===== config.mk =====
export PLATFORM = sky130hd
export DESIGN_NAME = logger_wr_ctrl
export DESIGN_NICKNAME = d
export VERILOG_FILES = /design/src/rtl/logger_wr_ctrl.sv
export SDC_FILE = /design/constraint.sdc
export NUM_CORES = 1
export LEC_CHECK = 0
export BUFFER_PORTS_ARGS = -buffer_cell sky130_fd_sc_hd__buf_4
export CAP_MARGIN = 20
export CORE_MARGIN = 5
export CORE_UTILIZATION = 44
export DETAILED_ROUTE_END_ITERATION = 8
export GPL_TIMING_DRIVEN = 1
export HOLD_SLACK_MARGIN = 0.12
export PLACE_DENSITY_LB_ADDON = 0.25
export SLEW_MARGIN = 20
export SYNTH_ARGS = -nofsm -noshare
export SYNTH_HDL_FRONTEND = slang
export SYNTH_SLANG_ARGS = --single-unit

===== constraint.sdc =====
create_clock -name clk -period 2.4 [get_ports clk]
set_input_delay 0.6 -clock clk [delete_from_list [all_inputs] [get_ports clk]]
set_output_delay 0.6 -clock clk [all_outputs]
set_load 0.1 [all_outputs]

===== src/rtl/logger_wr_ctrl.sv =====
// Write-side controller for the on-chip event log.
// Accepts one entry per cycle and writes it into a circular log RAM. It keeps
// the write pointer and wrap flag that the read side reports as metadata. It
// also provides a hardware clear sweep, a stop-on-wrap capture mode and a
// saturating count of entries that were dropped while the log was not accepting.
module logger_wr_ctrl #(
  parameter int LOG_ADDR_W = 13,
  parameter int LOG_DATA_W = 64,
  parameter int DROP_CNT_W = 16
) (
  input  logic                  clk,
  input  logic                  rst,
  input  logic                  log_en,
  input  logic                  log_clear,
  input  logic                  stop_on_wrap,
  input  logic                  entry_val,
  input  logic [LOG_DATA_W-1:0] entry_data,
  output logic                  log_wr_req_val,
  output logic [LOG_ADDR_W-1:0] log_wr_req_addr,
  output logic [LOG_DATA_W-1:0] log_wr_req_data,
  output logic [LOG_ADDR_W-1:0] curr_log_wr_addr,
  output logic                  has_wrapped,
  output logic                  halted,
  output logic                  clear_busy,
  output logic [DROP_CNT_W-1:0] drop_cnt
);

  typedef enum logic [1:0] {
    S_IDLE,
    S_LOGGING,
    S_HALTED,
    S_CLEARING
  } state_e;

  // The last RAM word. Reaching it is the only address compare in the design;
  // every other pointer step relies on modulo wrap-around.
  localparam logic [LOG_ADDR_W-1:0] ADDR_LAST = '1;
  localparam logic [DROP_CNT_W-1:0] DROP_MAX  = '1;

  state_e                  state_q, state_d;
  logic [LOG_ADDR_W-1:0]   wr_addr_q, wr_addr_d;
  logic                    wrapped_q, wrapped_d;
  logic [DROP_CNT_W-1:0]   drop_q, drop_d;
  logic [LOG_ADDR_W-1:0]   sweep_q, sweep_d;
  logic                    drop_inc;
  logic                    sweep_done;

  // Next-state, pointer updates and the zero-latency RAM write request.
  always_comb begin
    // NOTE: every signal assigned here gets a default first, so no path can
    // leave one unassigned and infer a latch.
    state_d         = state_q;
    wr_addr_d       = wr_addr_q;
    wrapped_d       = wrapped_q;
    sweep_d         = sweep_q;
    drop_inc        = 1'b0;
    sweep_done      = 1'b0;
    log_wr_req_val  = 1'b0;
    log_wr_req_addr = wr_addr_q;
    log_wr_req_data = entry_data;

    unique case (state_q)
      S_IDLE: begin
        // Entries arriving here are neither written nor counted as drops.
        if (log_en) state_d = S_LOGGING;
      end
      S_LOGGING: begin
        if (!log_en) begin
          state_d = S_IDLE;
        end else if (entry_val) begin
          log_wr_req_val = 1'b1;
          wr_addr_d      = wr_addr_q + LOG_ADDR_W'(1);
          if (wr_addr_q == ADDR_LAST) begin
            wrapped_d = 1'b1;
            // stop_on_wrap matters only on the wrapping write itself.
            if (stop_on_wrap) state_d = S_HALTED;
          end
        end
      end
      S_HALTED: begin
        drop_inc = entry_val;
      end
      S_CLEARING: begin
        log_wr_req_val  = 1'b1;
        log_wr_req_addr = sweep_q;
        log_wr_req_data = '0;
        sweep_d         = sweep_q + LOG_ADDR_W'(1);
        drop_inc        = entry_val;
        if (sweep_q == ADDR_LAST) begin
          state_d    = S_IDLE;
          wr_addr_d  = '0;
          wrapped_d  = 1'b0;
          sweep_done = 1'b1;
        end
      end
      default: state_d = S_IDLE;
    endcase

    // A clear request wins over everything. An entry presented on the request
    // cycle is dropped, but a sweep already in flight still writes this cycle.
    // The metadata is zeroed at once so readers see an empty log during the sweep.
    if (log_clear) begin
      state_d    = S_CLEARING;
      sweep_d    = '0;
      wr_addr_d  = '0;
      wrapped_d  = 1'b0;
      sweep_done = 1'b0;
      if (state_q != S_CLEARING) begin
        log_wr_req_val = 1'b0;
        drop_inc       = entry_val;
      end
    end
  end

  // The dropped-entry counter saturates. The end of a sweep zeroes it and
  // overrides a drop counted on that same cycle.
  always_comb begin
    drop_d = drop_q;
    if (sweep_done)                        drop_d = '0;
    else if (drop_inc && drop_q != DROP_MAX) drop_d = drop_q + DROP_CNT_W'(1);
  end

  // State and pointer registers. The RAM itself lives outside this block, and
  // reset leaves its contents untouched.
  always_ff @(posedge clk) begin
    // NOTE: sequential state uses non-blocking assignments only, so every flop
    // samples the values from before the edge.
    if (rst) begin
      state_q   <= S_IDLE;
      wr_addr_q <= '0;
      wrapped_q <= 1'b0;
      drop_q    <= '0;
      sweep_q   <= '0;
    end else begin
      state_q   <= state_d;
      wr_addr_q <= wr_addr_d;
      wrapped_q <= wrapped_d;
      drop_q    <= drop_d;
      sweep_q   <= sweep_d;
    end
  end

  assign curr_log_wr_addr = wr_addr_q;
  assign has_wrapped      = wrapped_q;
  assign halted           = (state_q == S_HALTED);
  assign clear_busy       = (state_q == S_CLEARING);
  assign drop_cnt         = drop_q;

endmodule


==> metrics, run 1 <==
clk_lat worst skew=300 ps; stages on the worst setup path=4; Distinct cells, synth=49; crit start category=register; Reg clk slew, reported paths=90 ps; Fin Hold WS=496 ps; outcome=complete, no violations; EDFF count, synth=0; Top Family by Delay on Critical Path=buffers and inverters; Worst Max-Slew Pin Slew=699 ps; top_reg_cell synth=dfxtp_1; vias in the first global route=3391; R2R setup slack=360 ps; total gr overflow=0; Root Buffer=clkbuf_8; Sequential Area=911 um2; Resized Gates After CTS=0; Detailed Route Iter0 Violations=169; share of post-route cells with drive strength above 1=49.4%; # Max-Cap Violations=0; Slowest-stage cell, CP=dfxtp_1; drt pass-1 iters=5; Core ar.=6720 um2; FP Rows=30; Syn Inst Count=408; RePlAce Congestion=0.830; RR Startpoint=sweep_q[1]$_SDFFE_PP0P_; LEAKAGE=1.99 nW; slowest stage delay, CP=390 ps; syn nets=481; H-tree depth=2; synthesized area=2990 um2; DP Area=4550 um2; Nets=651; RSZ-0062 raised after global routing=false; # DRC=0; FILL cells=587; synthesis-stage register bit count=45; Slew Viols, Final=0; routed vias/inst=5.50; PwrDens=509 nW/um2; Die Span Y=92.5 um; Max Root-Sink Buffers=2; Placed Cells incl. Taps=651; PnR Total Power=0.00236 W; endpoints failing hold=0; ys async rst share=0%; met2 wire len=5370 um; synth warn=0; DR top layer=met4; input/output buffers=179; crit path to=log_wr_req_data[24]; register area share after synthesis=30.1%; hpwl dp=8440 um; critical path peak fanout=56; wl on met1=4290 um; most common cell type on the critical path=buf_4; HP Class=register to register; Arrival @ worst endpoint=1670 ps; Slew headroom=53.0%; vias=3626; Crit. End Element=output port; Starting Density=44.5%; die footprint=8550 um2; Total Wirelength=10800 um; Max IR drop VDD=0.295 mV; TritonCTS clock tree=built; crit path time final=2270 ps; non-filler instance count after layout=659; r2r worst-path depth=5; All-Layer GR Usage=23.5%; largest net degree at the start of global routing=57; drt wl/cell=16.3 um; kind of critical path=register to output port; crit path buf inv count=2; first-pass GRT wire length=16700 um; area delta synth->final=54.7%; Syn Area/Cell=7.34 um2; Setup crit start=state_q[0]$_SDFFE_PP0P_; routed wire length on met3=981 um; required time worst endpoint=1800 ps; die width=92.5 um; # diodes=0; Tcrit/Tclk final=94.5%; Post-DRT Antenna Nets=0; Finish-stage setup viols=0; antenna violations before repair=0; Critical R2R Capture=curr_log_wr_addr[10]$_SDFFE_PP0P_; fin area=4630 um2; CTS buffer count=5; Post-CTS Hold Fix Bufs=0; clk sink count=45; io pins=180; area of the multi-input gates=2090 um2; skew final=8.89 ps; worst path cell trace=nand2_2 > buf_4 > and2_2 > buf_4; Setup Buffers After CTS=0; Max Freq=441 MHz
==> power breakdown <==
| part | switching [W] | internal (W) | total [W] |
|---|---|---|---|
| registers | 0.00000897 | 0.000754 | 0.000763 |
| logic | 0.000850 | 0.000278 | 0.00113 |
| clock network | 0.000263 | 0.000203 | 0.000465 |
| total | 0.00112 | 0.00123 | 0.00236 |
==> cell usage in the layout, fill, tap and decap left out, types with 2 or more instances in the layout <==
cell type	Yosys	routed
buf_4	0	189
and2_2	0	58
nand2_1	53	42
dfxtp_1	45	37
nor2_1	27	27
o21ai_0	26	23
a21oi_1	21	21
nand4_1	15	15
nand3_1	13	13
nor3_1	12	12
nand2_2	0	9
xor2_1	9	9
nor2b_1	10	8
dfxtp_2	0	8
inv_1	7	7
a31oi_1	7	7
and2_1	64	6
mux2i_1	6	6
or4_1	6	6
and3_1	5	5
nor4_1	5	5
o31ai_1	5	5
clkbuf_8	0	5
or3_1	4	4
xnor2_1	4	4
o21a_1	3	3
and4_1	3	3
a311oi_1	3	3
o41ai_1	3	3
ha_1	3	3
o21ai_2	0	2
nand2_4	0	2
nor2b_2	0	2
nand3_2	2	2
a221oi_1	2	2
clkinv_2	0	2
==> cell families after synthesis <==
logic type / share of synthesized area (%)
multiplexers: 2.01
flip-flops: 30.1
AND/OR/NAND/NOR: 42.1
adder cells (fa/ha/maj): 1.25
buffers and inverters: 4.52
XOR/XNOR: 3.80
AO/OA/AOI/OAI: 16.2
==> worst min-delay path, delay by kind of cell (launching register included) <==
family	cells	cell delay [ps]
DFF	1	350
and+or+nand+nor	1	70
AOI/OAI and AO/OA	1	50
==> synthesized netlist by cell type, types with 2 or more instances <==
cell,count,share of area (%)
nand2_1,53,6.6
or4_1,6,1.5
o41ai_1,3,0.88
nor2_1,27,3.4
a21oi_1,21,3.5
o21a_1,3,0.75
buf_2,3,0.50
inv_1,7,0.88
ha_1,3,1.3
o21ai_0,26,4.3
xor2_1,9,2.6
clkbuf_1,22,2.8
a31oi_1,7,1.5
and2_1,64,13
a221oi_1,2,0.59
and3_1,5,1.0
nand3_2,2,0.67
and4_1,3,0.88
o31ai_1,5,1.3
xnor2_1,4,1.2
nand4_1,15,3.1
nor2b_1,10,2.1
nor4_1,5,1.0
dfxtp_1,45,30
nand3_1,13,2.2
or3_1,4,0.84
mux2i_1,6,2.0
a311oi_1,3,0.88
nor3_1,12,2.0
==> flip-flops by register name, summed over array words and instances, names as in the netlist <==
register	count
sweep_q	13
curr_log_wr_addr	13
drop_cnt	16
has_wrapped	1
state_q	2
==> per-stage QoR <==
stage	setup slack [ps]	setup TNS [ps]	utilization, %
5_1_grt	15.9	0	68.9
3_5_place_dp	349	0	67.7
2_1_floorplan	-279	-519	-
6_report	133	0	68.9
4_1_cts	137	0	68.9
3_3_place_gp	387	0	67.7
==> how the worst min path moves through the flow <==
stage / from / to / slack [ps] / cells after the start
after global placement: has_wrapped$_SDFFE_PP0P_ / has_wrapped$_SDFFE_PP0P_ / 460 / 2
after CTS: sweep_q[1]$_SDFFE_PP0P_ / sweep_q[1]$_SDFFE_PP0P_ / 500 / 2
after detailed placement: has_wrapped$_SDFFE_PP0P_ / has_wrapped$_SDFFE_PP0P_ / 470 / 2
after global routing: drop_cnt[8]$_SDFFE_PP0P_ / drop_cnt[8]$_SDFFE_PP0P_ / 520 / 2
after floorplan: sweep_q[12]$_SDFFE_PP0P_ / sweep_q[12]$_SDFFE_PP0P_ / 460 / 2
final: has_wrapped$_SDFFE_PP0P_ / has_wrapped$_SDFFE_PP0P_ / 500 / 2
==> area by class of cell <==
| type | instances | share of cell area [%] |
|---|---|---|
| flip-flops and latches | 45 | 19.7 |
| multi-input cells | 330 | 45.2 |
| clock inverters | 2 | 0.216 |
| repair buffers | 189 | 30.6 |
| clock buffers | 6 | 1.57 |
| inverters | 7 | 0.568 |
| well taps | 80 | 2.16 |
==> routing by layer <==
| metal | GRT usage, % | vias to the layer above |
|---|---|---|
| met3 | 6.42 | 12 |
| met4 | 3.84 | 0 |
| met1 | 29.4 | 1687 |
| li1 | - | 1773 |
| met2 | 40.8 | 154 |
| met5 | 0 | - |
(Power assumes the default switching activity.)
==> run 2: changes to the inputs <==
- CELL_PAD_IN_SITES_DETAIL_PLACEMENT: not set -> 0
- CELL_PAD_IN_SITES_GLOBAL_PLACEMENT: not set -> 1
- CORE_UTILIZATION: 44 -> 29
==> run 2 against run 1 <==
Net effect:
- sequential share of layout area down 0.65 points
- via count down 3.3%
- worst hold slack worse by 14 ps
- highest routed layer unchanged
- sequential cell count unchanged
- fmax up 1.7%
- critical path type unchanged
- final cell count up 9.3%
- non-clock buffer count up 5
- combinational power about the same
- sequential power about the same
- critical path depth unchanged
==> metrics, run 2 (synthesis results as in run 1) <==
outcome=complete, no violations; Max Root-Sink Buffers=2; critical path peak fanout=19; Max Freq=449 MHz; Post-DRT Antenna Nets=0; CTS buffer count=5; Tcrit/Tclk final=92.9%; RSZ-0062 raised after global routing=false; FP Rows=37; input/output buffers=179; busiest grt layer=met2; drt wl/cell=15.7 um; Slowest-stage cell, CP=dfxtp_1; vias=3508; met2 Use GR=29.7%; Finish-stage setup viols=0; Top Family by Delay on Critical Path=buffers and inverters; clk sink count=45; io pins=180; crit start category=register; die footprint=12500 um2; Detailed Route Iter0 Violations=214; Sequential Area=911 um2; M3 GR Usage=4.35%; Resized Gates After CTS=1; TNS Setup=0 ps; total gr overflow=0; vias in the first global route=3457; met1 Track Usage GR=22.5%; worst hold start=has_wrapped$_SDFFE_PP0P_; Crit. End Element=output port; hpwl dp=8900 um; Hold Path Cell Cnt=2; # DRC=0; Core ar.=10200 um2; Slew Viols, Final=0; drt pass-1 iters=4; Slew headroom=52.7%; Largest register FFs=16; Worst Max-Slew Pin Slew=702 ps; most frequent cells in the layout=buf_4, and2_2, nand2_1, dfxtp_1, nor2_1; Root Buffer=clkbuf_8; # diodes=0; antenna violations before repair=0; r2r worst-path depth=5; PwrDens=521 nW/um2; RePlAce Congestion=0.819; slowest stage delay, CP=360 ps; Starting Density=29.4%; required time worst endpoint=1800 ps; RR Startpoint=sweep_q[1]$_SDFFE_PP0P_; FILL cells=1028; Nets=656; TritonCTS clock tree=built; Post-CTS Hold Fix Bufs=0; Arrival @ worst endpoint=1630 ps; area of the multi-input gates=2090 um2; All-Layer GR Usage=17.3%; HP Class=register to register; skew final=4.74 ps; Reg clk slew, reported paths=90 ps; Setup crit start=state_q[0]$_SDFFE_PP0P_; Die Span Y=112 um; clk_lat worst skew=290 ps; Hold Path Sink=has_wrapped$_SDFFE_PP0P_; crit path time final=2230 ps; largest net degree at the start of global routing=85; first-pass GRT wire length=18100 um; Setup Buffers After CTS=0; Max IR drop VDD=0.327 mV; crit path buf inv count=2; # Max-Cap Violations=0; final core area utilization=47.0%; routed vias/inst=4.87; Critical R2R Capture=curr_log_wr_addr[10]$_SDFFE_PP0P_; endpoints failing hold=0; R2R setup slack=310 ps; worst path cell trace=nand2_2 > clkinvlp_4 > o21ai_2 > buf_4; share of post-route cells with drive strength above 1=50.0%; kind of critical path=register to output port; area delta synth->final=59.9%; most common cell after layout, fill and taps aside=buf_4; Total Wirelength=11300 um; die width=112 um; H-tree depth=2; LEAKAGE=2.02 nW
run 2: changes by cell type in the layout (fill, tap and decap cells not counted):
cell	change
bufinv_16	+1
buf_4	+4
buf_12	+1
inv_1	-1
clkinvlp_4	+1
clkbuf_8	+1
clkinv_2	-2
run 2: worst register-to-register path: cells and delay by family (launching register included):
| family | cells | cell delay, ps |
|---|---|---|
| fa+ha+maj | 1 | 280 |
| flops | 1 | 380 |
| simple gates | 2 | 850 |
| compound gates | 2 | 510 |
run 2: worst max path at each step:
stage / endpoint / depth (start not counted)
3_3_place_gp: log_wr_req_addr[2] / 5
4_1_cts: log_wr_req_addr[7] / 4
6_report: log_wr_req_addr[10] / 4
3_5_place_dp: log_wr_req_addr[2] / 5
2_1_floorplan: log_wr_req_addr[7] / 2
5_1_grt: log_wr_req_addr[2] / 5
run 2: layout make-up:
| class | instances | share of cell area, % |
|---|---|---|
| Clock buffer | 7 | 1.80 |
| Clock inverter | 1 | 0.627 |
| Inverter | 7 | 0.627 |
| Multi-Input combinational cell | 330 | 43.7 |
| Sequential cell | 45 | 19.0 |
| Tap cell | 136 | 3.55 |
| Timing Repair Buffer | 194 | 30.7 |
run 2: power by group:
part,internal [W],switching (W)
Sequential,0.000754,0.00000806
Combinational,0.000282,0.000848
Clock,0.000340,0.000264
run 2: metal layers:
metal / up-vias / share of wire [%] / wire length (um)
met1: 1616 / 43 / 4860
li1: 1787 / - / -
met4: 0 / 0.90 / 102
met3: 9 / 6.1 / 693
met5: - / 0 / 0
met2: 96 / 50 / 5630
run 2: metrics by stage:
| stage | hold WS (ps) | area [um2] | std cells | total power [W] | setup slack (ps) |
|---|---|---|---|---|---|
| after floorplan | 460 | 3150 | 408 | 0.00165 | -279 |
| final | 482 | 4790 | 720 | 0.00250 | 170 |
| after global routing | 508 | 4790 | 720 | 0.00258 | 56.2 |
| after CTS | 488 | 4790 | 720 | 0.00252 | 168 |
| after detailed placement | 466 | 4670 | 712 | 0.00191 | 308 |
| after global placement | 465 | 4670 | 712 | 0.00191 | 335 |
==> run 3: changes to the inputs <==
--- a/constraint.sdc
+++ b/constraint.sdc
@@ -3,2 +3,2 @@
 set_output_delay 0.6 -clock clk [all_outputs]
-set_load 0.1 [all_outputs]
+set_load 0.005 [all_outputs]
==> run 3 against run 2 <==
Net effect:
- clock skew is 8.1 ps higher
- count of clock-buffer cells in the layout is 1 lower
- register-to-register slack hardly changed
- critical path depth is 2 higher
- combinational power is 63% lower
- largest cell class unchanged
- highest routed layer unchanged
- cell area is 4.2% lower
- critical path type unchanged
- sequential share of layout area is 0.61 points higher
- utilization is 2.0 points lower
==> metrics, run 3 (synthesis results as in run 1) <==
Largest register FFs=16; worst path cell trace=nand2_2 > inv_1 > buf_4 > nand2_1 > nand2_1 > buf_4; clk_lat worst skew=310 ps; crit path time final=2260 ps; Slowest-stage cell, CP=dfxtp_1; # DRC=0; CTS buffer count=5; Crit. End Element=output port; busiest grt layer=met2; Resized Gates After CTS=0; TritonCTS clock tree=built; met1 Track Usage GR=23.3%; All-Layer GR Usage=17.5%; vias=3512; worst hold start=has_wrapped$_SDFFE_PP0P_; first-pass GRT wire length=18100 um; # diodes=0; final core area utilization=45.0%; drt pass-1 iters=5; hpwl dp=8970 um; M3 GR Usage=3.80%; kind of critical path=register to output port; # Max-Cap Violations=0; Post-CTS Hold Fix Bufs=0; Starting Density=29.4%; total gr overflow=0; Slew headroom=57.0%; Max Freq=442 MHz; fin area=4590 um2; PwrDens=371 nW/um2; Nets=653; Die Span Y=112 um; Root Buffer=clkbuf_8; critical path peak fanout=11; Max Root-Sink Buffers=2; slowest stage delay, CP=500 ps; skew final=12.9 ps; input/output buffers=179; required time worst endpoint=1800 ps; antenna violations before repair=0; DP Area=4490 um2; outcome=complete, no violations; most frequent cells in the layout=buf_4, and2_1, nand2_1, dfxtp_1, nor2_1; share of post-route cells with drive strength above 1=35.8%; Setup Buffers After CTS=0; crit start category=register; Tcrit/Tclk final=94.3%; die footprint=12500 um2; RSZ-0062 raised after global routing=true; Detailed Route Iter0 Violations=183; Slew Viols, Final=0; largest net degree at the start of global routing=61; Core ar.=10200 um2; routed vias/inst=4.90; Setup crit start=state_q[0]$_SDFFE_PP0P_; clk sink count=45; Worst Max-Slew Pin Slew=639 ps; Post-DRT Antenna Nets=0; most common cell after layout, fill and taps aside=buf_4; met2 Use GR=29.2%; Max IR drop VDD=0.185 mV; drt wl/cell=16.0 um; RePlAce Congestion=0.808; HP Class=register to register; H-tree depth=2; Fin Hold WS=492 ps; Reg clk slew, reported paths=100 ps; RR Startpoint=sweep_q[1]$_SDFFE_PP0P_; Finish-stage setup viols=0; Total Wirelength=11500 um; endpoints failing hold=0; io pins=180; LEAKAGE=1.96 nW; die width=112 um; vias in the first global route=3475; Arrival @ worst endpoint=1660 ps; area delta synth->final=53.3%; FP Rows=37
[run 3: cell types whose count changed in the layout (fill, tap and decap cells not counted), sizes merged]
cell / delta
buf: -3
clkinv: +2
bufinv: -1
clkbuf: -1
clkinvlp: -1
inv: +1
[run 3: metrics by stage]
stage          TNS (ps)  worst slack (ps)  total power [W]  cells
2_1_floorplan         0               261         0.000942    408
3_3_place_gp          0               347          0.00121    709
3_5_place_dp          0               313          0.00121    709
4_1_cts               0               124          0.00172    717
5_1_grt           -67.8             -33.2          0.00179    717
6_report              0               137          0.00170    717
[run 3: metal layers]
| metal | vias up | share of wire [%] |
|---|---|---|
| li1 | 1789 | - |
| met1 | 1603 | 44 |
| met2 | 108 | 49 |
| met3 | 12 | 5.7 |
| met4 | 0 | 0.91 |
| met5 | - | 0 |
[run 3: power by group]
group | internal, W | switching [W] | total, W
logic | 0.000252 | 0.000168 | 0.000420
clock network | 0.000234 | 0.000283 | 0.000518
registers | 0.000753 | 0.0000123 | 0.000766
total | 0.00124 | 0.000464 | 0.00170
[run 3: cell type report]
cell class,instances,area (um2)
clock inverters,2,13.8
inverters,7,26.3
repair buffers,191,1430
multi-input cells,330,1960
clock buffers,6,82.6
fillers,1083,5600
well taps,136,170
flip-flops and latches,45,901
[run 3: worst paths after layout]
kind,end,depth (start not counted),slack [ps]
setup / recovery,log_wr_req_addr[6],6,140
hold / removal,has_wrapped$_SDFFE_PP0P_,2,490
setup reg to reg,curr_log_wr_addr[10]$_SDFFE_PP0P_,5,310
hold reg to reg,has_wrapped$_SDFFE_PP0P_,2,490
[run 3: critical path, delay by kind of cell (launching register included)]
family                 cells  cell delay (ps)
buffers and inverters      3              590
DFF                        1              500
and+or+nand+nor            3              260
